File: src/rtl/shift_reg_pkg.sv
// shift_reg_pkg: shared types and sizing helpers for the serializer slice
package shift_reg_pkg;

    localparam int DEFAULT_WIDTH = 4;

    typedef enum logic {IDLE, SHIFT} state_t;

    function automatic int cnt_width(input int width);
        return (width < 2) ? 1 : $clog2(width);
    endfunction

endpackage

File: src/rtl/piso_serializer_bit_counter.sv
// bit_counter: modulo-WIDTH bit index with clear, enable and terminal-count flag
module bit_counter
    import shift_reg_pkg::*;
#(
    parameter int WIDTH = DEFAULT_WIDTH
) (
    input  logic clk,
    input  logic rst,
    input  logic clr,
    input  logic en,
    output logic tc
);

    localparam int CW = cnt_width(WIDTH);
    localparam logic [CW-1:0] TOP = CW'(WIDTH - 1);

    logic [CW-1:0] cnt;

    // index of the bit currently on the line; never passes WIDTH-1
    always_ff @(posedge clk) begin
        if (rst || clr) cnt <= '0;
        else if (en) cnt <= cnt + 1'b1;
    end

    assign tc = cnt == TOP;

endmodule

File: src/rtl/piso_serializer.sv
// piso_serializer: parallel word in, one bit per clock out, gapless back-to-back words
module piso_serializer
    import shift_reg_pkg::*;
#(
    parameter int WIDTH     = DEFAULT_WIDTH,
    parameter bit MSB_FIRST = 1'b1
) (
    input  logic             clk,
    input  logic             rst,
    input  logic [WIDTH-1:0] ins,
    input  logic             in_valid,
    output logic             in_ready,
    output logic             sout,
    output logic             sout_valid,
    input  logic             sout_ready,
    output logic             last,
    output logic             busy
);

    state_t           state;
    logic [WIDTH-1:0] sreg;
    logic             tc;
    logic             xfer;
    logic             accept;

    assign busy       = state == SHIFT;
    assign sout_valid = busy;
    assign last       = busy & tc;
    assign sout       = MSB_FIRST ? sreg[WIDTH-1] : sreg[0];
    assign in_ready   = ~rst & (~busy | (last & sout_ready));
    assign xfer       = sout_valid & sout_ready;
    assign accept     = in_valid & in_ready;

    bit_counter #(.WIDTH(WIDTH)) u_cnt (
        .clk (clk),
        .rst (rst),
        .clr (accept | (xfer & last)),
        .en  (xfer & ~last),
        .tc  (tc)
    );

    // load on accept (including the final-bit edge), otherwise shift on each transfer
    always_ff @(posedge clk) begin
        if (rst) begin
            state <= IDLE;
            sreg  <= '0;
        end else if (accept) begin
            state <= SHIFT;
            sreg  <= ins;
        end else if (xfer) begin
            sreg <= MSB_FIRST ? {sreg[WIDTH-2:0], 1'b0} : {1'b0, sreg[WIDTH-1:1]};
            if (last) state <= IDLE;
        end
    end

endmodule

File: config.mk
export PLATFORM = sky130hd
export DESIGN_NAME = piso_serializer
export DESIGN_NICKNAME = d
export VERILOG_FILES = /design/src/rtl/shift_reg_pkg.sv /design/src/rtl/piso_serializer_bit_counter.sv /design/src/rtl/piso_serializer.sv
export SDC_FILE = /design/constraint.sdc
export NUM_CORES = 1
export LEC_CHECK = 0
export CAP_MARGIN = 5
export CORE_AREA = 10 10 47 49
export DETAILED_ROUTE_END_ITERATION = 10
export DIE_AREA = 0 0 57 59
export GPL_TIMING_DRIVEN = 0
export PLACE_DENSITY = 0.6
export SYNTH_ARGS = -nofsm -noshare
export SYNTH_HDL_FRONTEND = slang
export SYNTH_SLANG_ARGS = --single-unit
export TNS_END_PERCENT = 1
File: constraint.sdc
create_clock -name clk -period 4.1 [get_ports clk]
set_clock_uncertainty 0.05 [all_clocks]
set_input_delay 0.82 -clock clk [delete_from_list [all_inputs] [get_ports clk]]
set_output_delay 0.82 -clock clk [all_outputs]
set_load 0.01 [all_outputs]
==> summary.txt <==
Timing
  – Worst Max-Slew Pin Slew: about 0.33 ns
  – Max Freq: approximately 0.32 GHz
  – Share of the clock period used by the worst path after layout: 76.32%
  – Unrepaired setup endpoints after global routing: false
  – Shortest period the worst path allows: 3.129 ns
  – Accumulated negative setup slack: 0 ns
  – Final setup violating endpoints: 0
  – Max-slew violations: 0
  – Rel. slew slack: 78.08%
  – Final hold violation count: 0

Critical path
  – Arrival time of data at the critical path endpoint: roughly 2.3 ns
  – Slowest-stage cell, CP: sky130_fd_sc_hd__clkdlybuf4s50_1
  – Maximum cell stage delay along the critical path: roughly 0.63 ns
  – Worst-path fanout max: 9
  – Cell breakdown of the critical path: clkdlybuf4s50_1, a21boi_0, nor2_1, clkdlybuf4s50_1
  – Flop2flop setup slack: 2.69 ns
  – Startpoint type of the worst setup path: input port
  – Worst setup EP type: primary output
  – Length in cells of the worst reg-to-reg path: 4
  – CP required: 3.23 ns
  – Kind of critical path: in -> out
  – Most frequent cell on the critical path: sky130_fd_sc_hd__clkdlybuf4s50_1

Synth
  – Net count of the mapped netlist: 51
  – Cell area after technology mapping: between 300 and 400 um^2
  – Post-synthesis sequential element count: 7
  – Number of enable flip-flop cells after synthesis: 0
  – Most frequently used cell type in the post-synthesis netlist: sky130_fd_sc_hd__dfxtp_1
  – Distinct cell type count of the synthesized netlist: 21
  – Asr flop ratio synth: 0%
  – Average footprint of a synthesized cell: about 9.0 um^2
  – Number of standard cells after synthesis: 42
  – Total number of yosys warnings: 0
  – Top_reg_cell synth: sky130_fd_sc_hd__dfxtp_1
  – Leading post-synthesis cells by instance count: sky130_fd_sc_hd__dfxtp_1, sky130_fd_sc_hd__nor2_1
  – Area share of the leading cell type in the synthesized netlist: between 30 and 40%
  – Cell accounting for the most synthesized area: sky130_fd_sc_hd__dfxtp_1
  – Largest cells by area after synthesis: sky130_fd_sc_hd__dfxtp_1, sky130_fd_sc_hd__a221oi_1, sky130_fd_sc_hd__a211oi_1
  – Sequential element share of the synthesized area: between 30 and 40%

Clock tree
  – Post-CTS sizing: 0
  – Longest Clk Path Bufs: 2
  – CTS Buf Count: 3
  – TritonCTS clock tree: yes
  – Hold buffers post-CTS: 0
  – Clock transition at the registers of the reported paths: 0.06 ns
  – H-tree depth reported by CTS: 1
  – CTS root buf: sky130_fd_sc_hd__clkbuf_4
  – Post-CTS setup buffer count: 0
  – Clock latency reported for the late side of the worst-skew pair: around 0.25 ns
  – Num Clock Sinks: 7

Worst hold path
  – Hold path depth: 2
  – Path type of the worst min-delay path: reg -> reg

Floorplan
  – Die extent in y: 59 um
  – Row count: 14
  – Top Ports: 13
  – Die Wd: roughly 57 um
  – Floorplan core area: 1401 um^2
  – Initial Utilization: a little over a quarter
  – DIE AREA: about 3400 um^2

Final layout
  – Filler cells: roughly 150
  – Non-filler instance count after layout: 72
  – Antenna diode count: 0
  – Nets: 66
  – P&R area growth vs syn: 38.61%
  – Fraction of layout instances using a drive strength above 1: approximately a fifth
  – Final design utilization: about 38%

Drt
  – Top Layer Used: met3
  – DRC violation total after the first TritonRoute iteration: 5
  – Post-route DRC: 0
  – Routed wire length on met3: ~31 um
  – Vias after detailed routing: 341
  – DR WL/cell: 11.56 um
  – Count of antenna-violating nets left after detailed routing: 0
  – Met1 layer wirelength in the final routing: between 400 and 500 um
  – Router iterations before antenna repair: 2
  – Wirelength, routed: around 830 um
  – Met2 WL post-DR: about 400 um
  – Via/cell ratio: roughly 4.7

Pwr
  – Switching part of the total: 25.38%
  – Max IR drop VDD: around 0.17 mV
  – Cell leakage power: roughly 0.23 nW
  – Power density relative to cell area: approximately 330 nW/um^2
  – Switching pwr: approximately 0.044 mW
  – Combinational Power Share: a little under a fifth
  – Int Pwr: 0.1286 mW
  – Clock power frac: between 30 and 40%
  – Sequential share of power: 44.1%

GRT
  – Initial antenna violation count: 0
  – Vias in the first global route: about 380
  – Wire length of the first global-routing pass: 1531 um
  – Maximum number of pins on one net before global-route repair: 13
  – Global-route congestion overflow total: 0
  – Overall fraction of global-route tracks in use: 5.527%

Status
  – Run status: complete, no violations

Placement
  – Count of buffers inserted at the top-level ports: 10
  – Final Wtd Congestion: around 0.76
  – Instance count after placement with tap cells included: 68

Run
  – Number of maximum-capacitance constraint violations: 0
[power groups by stage]
stage                     sequential [mW]  combinational (mW)  clock, mW
after CTS                          0.0760              0.0320     0.0661
after detailed placement           0.0774              0.0320          0
final                              0.0760              0.0316     0.0649
after global routing               0.0769              0.0350     0.0717
after floorplan                    0.0772              0.0174          0
after global placement             0.0772              0.0319          0
[per-stage QoR]
stage	setup WS, ns	hold slack (ns)	power, mW	instance area (um^2)
2_1_floorplan	2.066	0.4437	0.09469	379.1
3_3_place_gp	0.9595	0.4616	0.1091	499.2
3_5_place_dp	0.9760	0.4672	0.1094	499.2
4_1_cts	0.9671	0.4752	0.1741	525.5
5_1_grt	0.8383	0.5149	0.1835	525.5
6_report	0.9709	0.4712	0.1724	525.5
[kinds of logic (layout without fill, tap and decap cells)]
kind of cell | after synthesis | count (layout) | synth area share (%)
simple gates | 16 | 16 | 23.77
compound gates | 10 | 10 | 23.43
fa+ha+maj | 1 | 1 | 3.300
flops | 7 | 7 | 36.96
buf+inv | 6 | 20 | 7.259
mux | 2 | 2 | 5.281
[per-layer routing]
metal  vias up  GRT usage [%]
met4         0          3.020
met3         0          1.931
met2         7          9.302
met1       152          5.924
met5         -              0
li1        182              -
[layout make-up]
class                           instances  area (um^2)  share of cell area [%]
Multi-Input combinational cell         29        211.5                   40.24
Sequential cell                         7        140.1                   26.67
Timing Repair Buffer                   10        100.1                   19.05
Clock buffer                            4        26.28                   5.000
Tap cell                               16        20.02                   3.810
Buffer                                  3        16.27                   3.095
Inverter                                3        11.26                   2.143
[path summary, 6_finish.rpt]
| check | startpoint | end |
|---|---|---|
| worst max-delay path | sout_ready | in_ready |
| worst min-delay path | u_cnt.cnt[1] | u_cnt.cnt[1] |
| worst max register to register | u_cnt.cnt[0] | sreg[2] |
| worst min register to register | u_cnt.cnt[1] | u_cnt.cnt[1] |
[critical path: cells and delay by family]
| family | cells | cell delay [ns] |
|---|---|---|
| AND/OR/NAND/NOR | 1 | 0.11 |
| AO/OA/AOI/OAI | 1 | 0.17 |
| buffers and inverters | 2 | 1.17 |
[flip-flops by register name, indices dropped and copies added, names as in the netlist]
name / cells
sreg: 4
u_cnt.cnt: 2
busy: 1
[layout by cell type (no fill, tap or decap), drive strengths merged]
master | synthesis | routed
a211oi | 3 | 3
a21bo | 1 | 1
a21boi | 1 | 1
a21oi | 1 | 1
a221oi | 3 | 3
and2 | 2 | 2
and3 | 3 | 3
and4b | 1 | 1
buf | 2 | 2
clkbuf | 1 | 5
clkdlybuf4s50 | 0 | 10
dfxtp | 7 | 7
ha | 1 | 1
inv | 3 | 3
mux2i | 2 | 2
nand2 | 2 | 2
nand4 | 1 | 1
nor2 | 5 | 5
nor3 | 2 | 2
o221a | 1 | 1
(Power assumes the default switching activity.)
